$ cat config.mk
export PLATFORM = sky130hd
export DESIGN_NAME = sum_frame_accumulator
export DESIGN_NICKNAME = d
export VERILOG_FILES = /design/src/rtl/sum_frame_accumulator.sv
export SDC_FILE = /design/constraint.sdc
export NUM_CORES = 1
export LEC_CHECK = 0
export CORE_ASPECT_RATIO = 2
export CORE_UTILIZATION = 59
export DETAILED_ROUTE_END_ITERATION = 6
export PLACE_DENSITY_LB_ADDON = 0.15
export SLEW_MARGIN = 20
export SYNTH_ARGS = -nofsm -noshare
export SYNTH_HDL_FRONTEND = slang
export SYNTH_SLANG_ARGS = --single-unit
$ cat constraint.sdc
create_clock -name clk -period 4.6 [get_ports clk]
set_clock_uncertainty 0.05 [all_clocks]
set_input_delay 0.69 -clock clk [delete_from_list [all_inputs] [get_ports clk]]
set_output_delay 0.69 -clock clk [all_outputs]
set_load 0.005 [all_outputs]
$ cat src/rtl/sum_frame_accumulator.sv
// rtl/sum_frame_accumulator.sv - frames a stream of adder sums into total/peak/count/saturation results
//
// Ports:
//   clk, rst_n            clock (rising edge), synchronous active-low reset
//   in_valid, in_data     incoming unsigned sum samples (IN_W bits)
//   in_ready              high whenever no result is pending
//   frame_len             samples per frame, sampled at the first beat (0 means 1)
//   flush                 closes the current frame early
//   out_valid, out_ready  result handshake
//   out_total             saturated frame sum (ACC_W bits)
//   out_peak              largest sample of the frame
//   out_count             number of samples in the frame
//   out_sat               accumulator clipped at least once during the frame
`timescale 1ns/1ps
module sum_frame_accumulator #(
  parameter int IN_W  = 15,
  parameter int ACC_W = 24,
  parameter int LEN_W = 8
) (
  input  logic             clk,
  input  logic             rst_n,
  input  logic             in_valid,
  input  logic [IN_W-1:0]  in_data,
  output logic             in_ready,
  input  logic [LEN_W-1:0] frame_len,
  input  logic             flush,
  output logic             out_valid,
  input  logic             out_ready,
  output logic [ACC_W-1:0] out_total,
  output logic [IN_W-1:0]  out_peak,
  output logic [LEN_W-1:0] out_count,
  output logic             out_sat
);

  localparam logic [1:0] S_IDLE  = 2'd0;
  localparam logic [1:0] S_ACCUM = 2'd1;
  localparam logic [1:0] S_HOLD  = 2'd2;

  localparam logic [ACC_W-1:0] ACC_MAX = '1;

  logic [1:0]       state;
  logic [ACC_W-1:0] acc;
  logic [IN_W-1:0]  peak;
  logic [LEN_W-1:0] cnt;
  logic [LEN_W-1:0] len_q;
  logic             sat;

  logic             beat;
  logic [ACC_W:0]   sum_wide;
  logic             clip;
  logic [ACC_W-1:0] acc_sum;
  logic [ACC_W-1:0] data_ext;
  logic [IN_W-1:0]  peak_max;
  logic [LEN_W-1:0] cnt_inc;
  logic [LEN_W-1:0] len_eff;

  assign in_ready = (state != S_HOLD);
  assign beat     = in_valid && in_ready;

  // One extra bit of headroom so the carry out tells us the sum clipped.
  assign sum_wide = {1'b0, acc} + {{(ACC_W + 1 - IN_W){1'b0}}, in_data};
  assign clip     = sum_wide[ACC_W];
  assign acc_sum  = clip ? ACC_MAX : sum_wide[ACC_W-1:0];
  assign data_ext = {{(ACC_W - IN_W){1'b0}}, in_data};
  assign peak_max = (in_data > peak) ? in_data : peak;
  assign cnt_inc  = cnt + LEN_W'(1);
  assign len_eff  = (frame_len == '0) ? LEN_W'(1) : frame_len;

  always_ff @(posedge clk) begin
    if (!rst_n) begin
      state     <= S_IDLE;
      acc       <= '0;
      peak      <= '0;
      cnt       <= '0;
      len_q     <= '0;
      sat       <= 1'b0;
      out_valid <= 1'b0;
      out_total <= '0;
      out_peak  <= '0;
      out_count <= '0;
      out_sat   <= 1'b0;
    end else begin
      case (state)
        S_IDLE: begin
          if (beat) begin
            len_q <= len_eff;
            acc   <= data_ext;
            peak  <= in_data;
            cnt   <= LEN_W'(1);
            sat   <= 1'b0;
            state <= ((len_eff == LEN_W'(1)) || flush) ? S_HOLD : S_ACCUM;
          end
        end
        S_ACCUM: begin
          if (beat) begin
            acc  <= acc_sum;
            sat  <= sat | clip;
            peak <= peak_max;
            cnt  <= cnt_inc;
            // A flush coincident with a beat still includes that beat.
            if ((cnt_inc == len_q) || flush) begin
              state <= S_HOLD;
            end
          end else if (flush) begin
            state <= S_HOLD;
          end
        end
        S_HOLD: begin
          // First HOLD cycle publishes the frame; the result is then held
          // until the consumer takes it.
          if (!out_valid) begin
            out_total <= acc;
            out_peak  <= peak;
            out_count <= cnt;
            out_sat   <= sat;
            out_valid <= 1'b1;
          end else if (out_ready) begin
            out_valid <= 1'b0;
            state     <= S_IDLE;
            acc       <= '0;
            peak      <= '0;
            cnt       <= '0;
            sat       <= 1'b0;
          end
        end
        default: state <= S_IDLE;
      endcase
    end
  end

endmodule

==> impl_metrics.ini <==
[synthesis]
yosysTopAreaCell = dfxtp_1
synth-edff-count = 0
synth_area_per_cell_sq_um = 7.74
synthCells = 725
synth_nets = 788
synth_top_area_frac = 0.382
synthTopCellsByArea = dfxtp_1 (38%), nand2_1 (10%), a21oi_1 (9.5%)
yosysSeqAreaShare = 0.382
ys_types = 54
synth_commonest_cells = nand2_1 (151), dfxtp_1 (107), a21oi_1 (106), nand3_1 (39), o21ai_0 (36)
ys_warn_count = 0
async_reset_ff_frac = 0
synth_top_flop_cell = dfxtp_1
ys_ff_latch = 107
yosysMostFrequentCell = nand2_1
synth_area_sq_um = 5610

[placed_design]
place_hpwl_microns = 11200
place.gp.congestion = 0.991
dpl.cell_count = 874
port-buffer-count = 77

[finish]
n_antenna_cell = 0
seq_area_sq_um = 2140
nets = 844
synthToLayoutAreaGrowth_pct = 19.6
multi_input_area_sq_um = 3210
drive_gt1_frac = 0.0407
fillers = 762
final-instance-count-excl-fill = 890

[critical_path]
startpoint_type = input pin
worst_path_max_delay_cell = nor2_1
critical-path-max-stage-delay_ns = 0.51
path_buf_inv = 1
cp_cell_sequence = clkdlybuf4s50_1 -> ha_1 -> fa_1 -> a211oi_1 -> nor3_1 -> o21bai_1 -> nand2_1 -> nor3b_2 -> nor2_1 -> a311oi_1
cp.required_ns = 4.75
critPathMaxFanout = 8
endpoint_kind = flip-flop
r2r_slack_ns = 1.44
path_class = input pin to flip-flop
cp_data_arrival_time_ns = 3.59
path_delay_family = simple AND/OR/NAND/NOR gates

[floorplanning]
initial_core_util = 0.602
fp.dieH_microns = 140
fp.dieW_microns = 71.0
ioPinCount = 78
dieArea_sq_um = 9930
core-area_sq_um = 9320
rows = 50

[power_and_ir_drop]
irDropWorstVdd_mv = 0.261
p_int_uw = 1990
p_leak_uw = 0.00251
power_frac_clock = 0.224
pwr_density_cell_nw_per_um2 = 500
switching_share = 0.407
p_sw_uw = 1360
comb_power_share = 0.419
seqPwrFrac = 0.357

[global_routing]
antenna_found_initial = 0
grt_max_degree = 71
grt_pass1_vias = 5211
grt_usage = 0.315
overflow = 0
grt_pass1_wl_microns = 25000

[sta]
worst_pin_slew_ns = 1.04
fmax_mhz = 291
final_max_slew_viol_count = 0
maxSlewHeadroom = 0.306
finalSetupViolations = 0
hold_ws_ns = 0.404
rsz0062_at_grt = false
tns_ns = 0
hold_viol = 0
final.min_clock_period_ns = 3.44
final.period_utilization = 0.748

[drt]
dr.first_iter.drc_count = 439
wl_microns = 15400
drt-pass1-iter-count = 7
drc_errors = 4
wl_per_cell_microns = 17.3
drt-vias-per-instance = 6.11
vias = 5441
ant_nets = 0

[clock_tree]
cts_tree = done
clock_latency_ns = 0.35
cts_max_level = 3
clock_sinks = 107
cts-resized-gates = 0
clockRootBuffer = clkbuf_16
post_cts_buffers = 0
cts.clk_slew.worst_paths_ns = 0.07
numCtsBuffers = 9
cts_max_path_buffers = 2
hold_buffers = 0

[outcome]
failed_checks = DRC
outcome = finished with violations

[min_path]
hp-class = flip-flop to flip-flop

[flow_run]
maxCapViolCount = 0
==> cell type report <==
cell class,instances,share of cell area
Clock buffer,11,0.0362
Clock inverter,5,0.00615
Inverter,29,0.0166
Multi-Input combinational cell,548,0.478
Sequential cell,107,0.319
Tap cell,104,0.0194
Timing Repair Buffer,86,0.125
==> placed cells by master, fill, tap and decap left out, drive strengths merged, types with 2 or more instances in the layout <==
cell type / synthesis / layout
nor2b: 5 / 5
and2: 2 / 2
o21a: 4 / 4
and3: 4 / 4
o21ai: 38 / 38
a211oi: 8 / 8
clkbuf: 36 / 11
o22ai: 2 / 2
buf: 5 / 9
or4: 2 / 2
dfxtp: 107 / 107
nor3: 15 / 15
o31ai: 2 / 2
clkdlybuf4s50: 0 / 77
a21o: 7 / 7
o2111ai: 2 / 2
nor3b: 6 / 6
a311oi: 6 / 6
nor4: 4 / 4
xnor2: 9 / 9
nand2: 151 / 151
xor2: 13 / 13
o21bai: 2 / 2
nand3: 39 / 39
mux2i: 18 / 18
nand4: 6 / 6
nand2b: 2 / 2
a31oi: 10 / 10
ha: 34 / 34
nor2: 31 / 31
o211ai: 7 / 7
clkinv: 1 / 2
inv: 28 / 31
a21oi: 106 / 106
==> logic make-up (layout without fill, tap and decap cells) <==
kind of cell,Yosys count,count (layout),synth area share
xor+xnor,22,22,0.0343
fa+ha+maj,35,35,0.0794
mux,18,18,0.0321
simple gates,271,271,0.213
buf+inv,70,131,0.0486
compound gates,202,202,0.211
flops,107,107,0.382
==> worst register-to-register path, delay by kind of cell (launching register included) <==
family                   cells  cell delay [ns]
AO/OA/AOI/OAI                4             1.40
multiplexers                 1             0.31
AND/OR/NAND/NOR              2             0.43
flip-flops                   1             0.34
adder cells (fa/ha/maj)      1             0.45
buffers and inverters        1             0.08
==> stage by stage <==
step | power, uW | area (sq um) | worst slack (ns) | utilization
after floorplan | 2160 | 5610 | 1.85 | -
after global placement | 2560 | 6420 | 0.912 | 0.689
after detailed placement | 2600 | 6430 | 0.809 | 0.690
after CTS | 3340 | 6710 | 1.19 | 0.720
after global routing | 3550 | 6710 | 0.905 | 0.720
final | 3350 | 6710 | 1.16 | 0.720
==> power by group through the flow <==
stage	registers [uW]	clock network [uW]	logic (uW)
after floorplan	1180	0	986
after global placement	1210	0	1350
after detailed placement	1220	0	1380
after CTS	1200	758	1390
after global routing	1210	793	1550
final	1200	750	1400
==> sequential cells by signal, indices dropped and copies added, names as in the netlist <==
name       flops
acc           24
cnt            8
len_q          8
out_count      8
out_peak      15
out_sat        1
out_total     24
out_valid      1
peak          15
sat            1
state          2
==> per-layer routing <==
layer / track usage / up-vias / routed length (microns) / part of all wire
met5: 0 / - / 0 / 0
li1: - / 2648 / - / -
met3: 0.0432 / 44 / 601 / 0.039
met1: 0.341 / 2576 / 5850 / 0.38
met2: 0.593 / 173 / 8380 / 0.55
met4: 0.139 / 0 / 540 / 0.035
==> path summary, 6_finish.rpt <==
| path | start | cells past startpoint | endpoint |
|---|---|---|---|
| worst max-delay path | in_data[0] | 10 | acc[13] |
| worst min-delay path | out_total[0] | 2 | out_total[0] |
| worst max register to register | state[1] | 9 | peak[5] |
| worst min register to register | out_total[0] | 2 | out_total[0] |
Note: power is estimated with default switching activity, not from simulation.
